### src/rtl/sort4_pkg.sv
// Shared types and constants for the four-word streaming sorter.
package sort4_pkg;

    localparam int W_DEFAULT   = 8;
    localparam int BATCH       = 4;
    localparam int SORT_STAGES = 3;

    typedef enum logic [1:0] {
        FILL  = 2'd0,
        SORT  = 2'd1,
        DRAIN = 2'd2
    } state_t;

endpackage

### src/rtl/sort4_stream_cmp_swap.sv
// Combinational compare-exchange: lo goes to the lower index, hi to the higher.
// Define SORT4_STREAM_DESC_EN to put the larger word at the lower index.
module cmp_swap
    import sort4_pkg::*;
#(
    parameter int W = W_DEFAULT
) (
    input  logic [W-1:0] a,
    input  logic [W-1:0] b,
    output logic [W-1:0] lo,
    output logic [W-1:0] hi
);

    logic swap;

    // Equal words never swap, so ties pass through in their original slots.
`ifdef SORT4_STREAM_DESC_EN
    assign swap = (b > a);
`else
    assign swap = (a > b);
`endif

    assign lo = swap ? b : a;
    assign hi = swap ? a : b;

endmodule

### src/rtl/sort4_stream.sv
// Collects four words, sorts them through a registered 3-stage network, then streams them out.
// Build option: define SORT4_STREAM_DESC_EN (inside cmp_swap) for descending order.
module sort4_stream
    import sort4_pkg::*;
#(
    parameter int W = W_DEFAULT
) (
    input  logic         clk,
    input  logic         rst,
    input  logic         in_valid,
    output logic         in_ready,
    input  logic [W-1:0] in_data,
    output logic         out_valid,
    input  logic         out_ready,
    output logic [W-1:0] out_data,
    output logic         out_last,
    output logic         busy
);

    typedef logic [BATCH-1:0][W-1:0] vec_t;

    state_t     state_q, state_d;
    logic [1:0] cnt_q, cnt_d;
    vec_t       slot_q, slot_d;
    vec_t       s1_q, s1_d;
    vec_t       s2_q, s2_d;
    vec_t       s3_q, s3_d;
    vec_t       net1, net2, net3;

    logic         in_ready_q, in_ready_d;
    logic         out_valid_q, out_valid_d;
    logic [W-1:0] out_data_q, out_data_d;
    logic         out_last_q, out_last_d;
    logic         busy_q, busy_d;

    cmp_swap #(.W(W)) u_s1_01 (.a(slot_q[0]), .b(slot_q[1]), .lo(net1[0]), .hi(net1[1]));
    cmp_swap #(.W(W)) u_s1_23 (.a(slot_q[2]), .b(slot_q[3]), .lo(net1[2]), .hi(net1[3]));
    cmp_swap #(.W(W)) u_s2_02 (.a(s1_q[0]),   .b(s1_q[2]),   .lo(net2[0]), .hi(net2[2]));
    cmp_swap #(.W(W)) u_s2_13 (.a(s1_q[1]),   .b(s1_q[3]),   .lo(net2[1]), .hi(net2[3]));
    cmp_swap #(.W(W)) u_s3_12 (.a(s2_q[1]),   .b(s2_q[2]),   .lo(net3[1]), .hi(net3[2]));

    assign net3[0] = s2_q[0];
    assign net3[3] = s2_q[3];

    always_comb begin
        state_d = state_q;
        cnt_d   = cnt_q;
        slot_d  = slot_q;
        s1_d    = s1_q;
        s2_d    = s2_q;
        s3_d    = s3_q;

        case (state_q)
            FILL: begin
                if (in_valid && in_ready_q) begin
                    slot_d[cnt_q] = in_data;
                    cnt_d         = cnt_q + 2'd1;
                    if (cnt_q == 2'(BATCH - 1)) begin
                        state_d = SORT;
                    end
                end
            end
            // Every stage reloads each SORT cycle; by the last cycle the data has rippled through all three.
            SORT: begin
                s1_d = net1;
                s2_d = net2;
                s3_d = net3;
                if (cnt_q == 2'(SORT_STAGES - 1)) begin
                    state_d = DRAIN;
                    cnt_d   = 2'd0;
                end else begin
                    cnt_d = cnt_q + 2'd1;
                end
            end
            DRAIN: begin
                if (out_valid_q && out_ready) begin
                    cnt_d = cnt_q + 2'd1;
                    if (cnt_q == 2'(BATCH - 1)) begin
                        state_d = FILL;
                    end
                end
            end
            default: begin
                state_d = FILL;
                cnt_d   = 2'd0;
            end
        endcase

        // Outputs are decoded from next state so they land in flops alongside the state they describe.
        in_ready_d  = (state_d == FILL);
        out_valid_d = (state_d == DRAIN);
        busy_d      = (state_d != FILL);
        out_last_d  = out_valid_d && (cnt_d == 2'(BATCH - 1));
        out_data_d  = out_valid_d ? s3_d[cnt_d] : '0;
    end

    always_ff @(posedge clk or posedge rst) begin
        if (rst) begin
            state_q     <= FILL;
            cnt_q       <= 2'd0;
            slot_q      <= '0;
            s1_q        <= '0;
            s2_q        <= '0;
            s3_q        <= '0;
            in_ready_q  <= 1'b1;
            out_valid_q <= 1'b0;
            out_data_q  <= '0;
            out_last_q  <= 1'b0;
            busy_q      <= 1'b0;
        end else begin
            state_q     <= state_d;
            cnt_q       <= cnt_d;
            slot_q      <= slot_d;
            s1_q        <= s1_d;
            s2_q        <= s2_d;
            s3_q        <= s3_d;
            in_ready_q  <= in_ready_d;
            out_valid_q <= out_valid_d;
            out_data_q  <= out_data_d;
            out_last_q  <= out_last_d;
            busy_q      <= busy_d;
        end
    end

    assign in_ready  = in_ready_q;
    assign out_valid = out_valid_q;
    assign out_data  = out_data_q;
    assign out_last  = out_last_q;
    assign busy      = busy_q;

endmodule
### config.mk
export PLATFORM = sky130hd
export DESIGN_NAME = sort4_stream
export DESIGN_NICKNAME = d
export VERILOG_FILES = /design/src/rtl/sort4_pkg.sv /design/src/rtl/sort4_stream_cmp_swap.sv /design/src/rtl/sort4_stream.sv
export SDC_FILE = /design/constraint.sdc
export NUM_CORES = 1
export LEC_CHECK = 0
export CORE_AREA = 10 10 149 123
export CTS_CLUSTER_SIZE = 12
export DETAILED_ROUTE_END_ITERATION = 7
export DIE_AREA = 0 0 159 133
export GPL_ROUTABILITY_DRIVEN = 0
export PLACE_DENSITY = 0.74
export SLEW_MARGIN = 20
export SYNTH_ARGS = -nofsm -noshare
export SYNTH_HDL_FRONTEND = slang
export SYNTH_SLANG_ARGS = --single-unit
### constraint.sdc
create_clock -name clk -period 10.79 [get_ports clk]
set_input_delay 1.079 -clock clk [delete_from_list [all_inputs] [get_ports clk]]
set_output_delay 1.079 -clock clk [all_outputs]
set_load 0.02 [all_outputs]
==> results of run 1 <==
## tightest hold or removal path: stages, from the launching register on
cell and delay (ns):
dfrtp_1 0.32, nand2_1 0.06, nand2_1 0.06
## routing by layer
| layer | global-route usage | up-vias |
|---|---|---|
| li1 | - | 2529 |
| met2 | 0.247 | 183 |
| met3 | 0.0431 | 32 |
| met1 | 0.219 | 2675 |
| met4 | 0.0673 | 0 |
| met5 | 0 | - |
## kinds of logic after synthesis
kind of cell             count (synthesis)  share of synthesized area
flip-flops                             144                      0.489
AO/OA/AOI/OAI                          160                      0.140
buffers and inverters                   88                     0.0502
adder cells (fa/ha/maj)                 44                     0.0746
multiplexers                           102                      0.144
AND/OR/NAND/NOR                        173                      0.102
XOR/XNOR                                 1                    0.00119
## layout make-up
type,instances,share of cell area
clock inverter,10,0.0162
timing repair buffer,26,0.0302
inverter,54,0.0249
sequential,144,0.431
clock buffer,21,0.0563
tap,215,0.0322
multi-input combinational,480,0.409
## cell usage after synthesis
master / number
dfrtp_1: 143
nand2_1: 109
mux2i_1: 70
o21ai_0: 60
inv_1: 51
ha_1: 44
mux2_2: 32
nor2_1: 21
a21oi_1: 17
a31oi_1: 17
o21ai_1: 16
clkbuf_1: 15
nand3_1: 14
buf_2: 11
nand4_1: 10
o221ai_1: 10
a221o_1: 8
nor2b_1: 8
o311a_1: 8
buf_4: 5
o21a_1: 5
nand2b_1: 4
o22ai_1: 4
a21o_1: 3
inv_2: 3
o31a_1: 3
and2_1: 2
and3_1: 2
buf_1: 2
o211ai_1: 2
a211o_1: 1
a211oi_1: 1
a21boi_0: 1
a22oi_4: 1
a31oi_4: 1
a41o_1: 1
buf_6: 1
dfstp_2: 1
nor2_8: 1
nor3_1: 1
o21a_2: 1
or2_1: 1
xnor2_1: 1
## registers in the layout (all words and copies together), names as in the netlist
signal / cells
busy: 1
s2_q: 16
out_last: 1
out_data: 8
out_valid: 1
net3: 16
s3_q: 32
cnt_q: 2
s1_q: 32
slot_q: 32
state_q: 2
in_ready: 1
## path summary, 6_finish.rpt
check | from | end | slack (ns)
hold reg to reg | s3_q[4] | s3_q[4] | 0.48
min in group asynchronous | rst | busy | 1.10
max in group asynchronous | rst | s3_q[26] | 8.28
hold / removal | s3_q[4] | s3_q[4] | 0.48
setup / recovery | in_valid | out_data[7] | 7.84
setup reg to reg | slot_q[13] | s1_q[6] | 7.93
## per-stage QoR
step / util / setup WS (ns) / area [um^2] / std cells
after floorplan: - / 5.85 / 7380 / 712
after global placement: 0.502 / 7.52 / 7750 / 919
after detailed placement: 0.502 / 7.45 / 7750 / 919
after CTS: 0.541 / 7.90 / 8360 / 950
after global routing: 0.541 / 7.71 / 8360 / 950
final: 0.541 / 7.84 / 8360 / 950
==> flow_summary_export.csv, run 1 <==
group,metric,value,unit
synth,synth.top_cell.area_share,0.485,
cells_and_area,seqCellArea,3600,um^2
clocking,clock-sinks,144,
clocking,cts_root_buf,"clkbuf_16",
worst_setup_path,path_buf_inv,2,
worst_setup_path,path_delay_family,"compound AO/OA/AOI/OAI gates",
global_routing,grt_usage,0.164,
timing,finalSetupViolCount,0,
synth,yosysSeqAreaShare,0.489,
synth,syn_area,7380,um^2
drt,vias_per_cell,5.70,
run,cap_violations,0,
global_routing,antenna_found_initial,0,
timing,period_needed,2.95,ns
global_routing,grt_pass1_wl,28100,um
timing,maxSlewHeadroom,0.279,
clocking,cts_tree,"yes",
worst_setup_path,worstSetupEndpointType,"flop",
worst_setup_path,cp_slowest_stage_delay,0.47,ns
timing,finalHoldViolCount,0,
clocking,clk_latency,0.43,ns
global_routing,grt-ovfl-total,0,
global_routing,grt_max_degree,123,
timing,period_share,0.273,
floorplan,core.rowCount,41,
clocking,hold_buffers,0,
worst_setup_path,crit_chain,"clkdlybuf4s50_1, nand2_1, o21ai_1, mux2i_1, o21a_2, inv_2, and2_1, a221o_1, o311a_1",
worst_setup_path,worst_path_max_delay_cell,"clkdlybuf4s50_1",
synth,ys_seq_elements,144,
cells_and_area,final_nets,779,
clocking,clk_pin_slew,0.06,ns
floorplan,ios,24,
synth,synth_area_per_cell,10.4,um^2
clocking,ctsHtreeMaxLevel,4,
drt,drc_errors,0,
timing,worst_slew_pin_slew,1.08,ns
worst_setup_path,critPathLaunchType,"input port",
floorplan,die_w,159,um
drt,num_vias,5419,
clocking,cts_buffers,17,
drt,drt-met1-wl,7950,um
outcome,status,"finished clean",
cells_and_area,antenna_cells,0,
cells_and_area,layout_common_cells,"143 x dfrtp_1, 109 x nand2_1, 70 x mux2i_1",
cells_and_area,multi_input_area,3420,um^2
worst_setup_path,cp.depth,9,
floorplan,core,15400,um^2
timing,finalSetupTns,0,ns
worst_setup_path,crit_arrival,3.25,ns
worst_setup_path,cp_max_fo,13,
clocking,post_cts_buffers,0,
clocking,post_cts_resized,0,
placement,dp_hpwl,12500,um
synth,synth_largest_area_cell,"dfrtp_1",
floorplan,die_h,133,um
hold_path,min_path_cells,2,
drt,drt_first_pass_iters,5,
drt,wl_met2,7820,um
synth,synth_nets,768,
timing,whs,0.483,ns
drt,drtIter0Drc,477,
cells_and_area,fillers,1306,
synth,yosys_warnings,0,
worst_setup_path,path_class,"in2reg",
placement,portBuffers,23,
floorplan,dieArea,21100,um^2
worst_setup_path,reg2reg_depth,9,
drt,dr.max_layer_used,"met4",
drt,met3_wirelength,1080,um
worst_setup_path,crit_required,11.10,ns
timing,fmax,0.339,GHz
cells_and_area,drive_gt1_frac,0.103,
drt,post_drt_wl_per_cell,18.2,um
cells_and_area,syn_to_final_growth,13.3,%
floorplan,initial_core_util,0.478,
cells_and_area,final_common_cell,"dfrtp_1",
synth,synth_area_leaders,"dfrtp_1 48%, mux2i_1 9.5%, ha_1 7.5%",
synth,ys_types,43,
clocking,ctsLongestPathBuffers,2,
drt,wirelength,17200,um
timing,rsz0062_at_grt,"no",
hold_path,hp-class,"reg2reg",
synth,netlist_instances,712,
drt,antenna_violating_nets_post_route,0,
timing,slew_violations,0,
timing,fin_skew,0.00825,ns
global_routing,first_global_vias,5509,
Power of run 1 is left out: the tool's default activity adds up to more than one toggle a clock period on the data nets, which glitch-free logic cannot reach.
==> run 2, diff against run 1 <==
Clock period 10.79 ns to 3 ns, I/O delays scaled along.
==> run 2 against run 1 <==
Net effect: utilization increased by 0.36 points; sequential share of layout area decreased by 0.28 points; routed wire length decreased by 0.21%; cell count increased by 0.84%; non-clock buffer count increased by 7; critical endpoint unchanged; largest cell class unchanged; highest routed layer unchanged.
==> flow_summary_export.csv, run 2 (synthesis results as in run 1) <==
group,metric,value,unit
floorplan,core,15400,um^2
floorplan,initial_core_util,0.478,
cells_and_area,drive_gt1_frac,0.112,
floorplan,die_w,159,um
cells_and_area,layout_common_cells,"143 x dfrtp_1, 109 x nand2_1, 70 x mux2i_1",
timing,fin_skew,0.0120,ns
cells_and_area,reg.largest.list,"s1_q x32, s3_q x32, slot_q x32",
timing,finalSetupTns,0,ns
pwr,ir_worst_vdd,0.661,mV
timing,finalHoldViolCount,0,
timing,period_needed,2.63,ns
timing,worst_slew_pin_slew,0.722,ns
worst_setup_path,crit_arrival,2.93,ns
global_routing,grt_usage,0.166,
cells_and_area,final_nets,786,
clocking,clk_pin_slew,0.06,ns
cells_and_area,utilization,0.545,
worst_setup_path,r2r-end,"out_data[7]",
clocking,clk_latency,0.43,ns
worst_setup_path,worst_path_max_delay_cell,"and3_1",
timing,rsz0062_at_grt,"no",
global_routing,grt_max_degree,70,
outcome,status,"finished clean",
floorplan,dieArea,21100,um^2
worst_setup_path,reg2reg_slack,0.37,ns
clocking,cts_root_buf,"clkbuf_16",
clocking,ctsLongestPathBuffers,2,
clocking,hold_buffers,0,
clocking,cts_buffers,17,
clocking,cts_tree,"yes",
global_routing,antenna_found_initial,0,
hold_path,hp-class,"in2async",
clocking,post_cts_resized,0,
clocking,ctsHtreeMaxLevel,4,
timing,slew_violations,0,
global_routing,grt_pass1_wl,28700,um
cells_and_area,fin_area,8410,um^2
cells_and_area,syn_to_final_growth,14.0,%
clocking,clock-sinks,144,
worst_setup_path,worstSetupEndpointType,"flop",
worst_setup_path,path_class,"reg2reg",
drt,post_drt_wl_per_cell,18.0,um
timing,worst_slack,0.372,ns
cells_and_area,final_common_cell,"dfrtp_1",
drt,vias_per_cell,5.64,
worst_setup_path,cp_max_fo,9,
global_routing,grt-ovfl-total,0,
run,cap_violations,0,
timing,period_share,0.876,
placement,dp_hpwl,12300,um
drt,drt_first_pass_iters,6,
drt,drc_errors,0,
worst_setup_path,rr_startpoint,"s2_q[13]",
pwr,p_leak,4.03,nW
floorplan,ios,24,
timing,fmax,0.381,GHz
drt,drtIter0Drc,574,
pwr,power_density,1340,nW/um^2
worst_setup_path,crit_required,3.30,ns
timing,whs,0.314,ns
placement,place_area,7830,um^2
worst_setup_path,reg2reg_depth,8,
timing,finalSetupViolCount,0,
timing,maxSlewHeadroom,0.519,
drt,wirelength,17200,um
worst_setup_path,cp_slowest_stage_delay,0.46,ns
drt,antenna_violating_nets_post_route,0,
drt,num_vias,5401,
global_routing,first_global_vias,5644,
placement,portBuffers,23,
clocking,post_cts_buffers,0,
cells_and_area,antenna_cells,0,
worst_setup_path,crit_chain,"ha_1, a211o_1, a21oi_1, and3_1, nor2_8, mux2i_1, o21ai_0, o311a_1",
placement,preCtsSetupSlack,0.370,ns
floorplan,die_h,133,um
floorplan,core.rowCount,41,
worst_setup_path,critPathLaunchType,"flop",
[run 2: worst max-delay path: cells and delay by family (launching register included)]
family,cells,cell delay [ns]
compound gates,4,1.01
mux,1,0.16
fa+ha+maj,1,0.34
simple gates,2,0.57
flops,1,0.41
[run 2: layer usage]
metal / global-route usage / wire [um] / vias to the layer above
met3: 0.0391 / 796 / 18
li1: - / - / 2550
met5: 0 / 0 / -
met1: 0.215 / 7860 / 2683
met4: 0.0565 / 244 / 0
met2: 0.270 / 8310 / 150
[run 2: worst max path at each step]
stage | from | end | slack, ns
global route | s2_q[23] | out_data[7] | 0.25
global placement | in_valid | out_data[7] | 0.46
finish | s2_q[13] | out_data[7] | 0.37
floorplan | s2_q[15] | out_data[5] | 0.81
detailed placement | in_valid | out_data[7] | 0.37
CTS | s2_q[13] | out_data[7] | 0.40
[run 2: layout make-up]
class | instances | area [um^2]
clock buffer | 22 | 474
fill | 1316 | 7030
tap | 215 | 269
timing repair buffer | 33 | 330
sequential | 144 | 3600
multi-input combinational | 480 | 3420
clock inverter | 10 | 110
inverter | 54 | 206
[run 2: where the power goes]
group	switching, mW	internal (mW)
logic	3.28	2.42
clock network	0.796	1.28
registers	0.734	2.77
[run 2: stage by stage]
step	std cells	total power, mW
6_report	958	11.3
5_1_grt	958	12.1
4_1_cts	958	11.3
3_5_place_dp	926	9.12
3_3_place_gp	926	8.80
2_1_floorplan	712	7.72
Power figures use the tool's default switching activity.
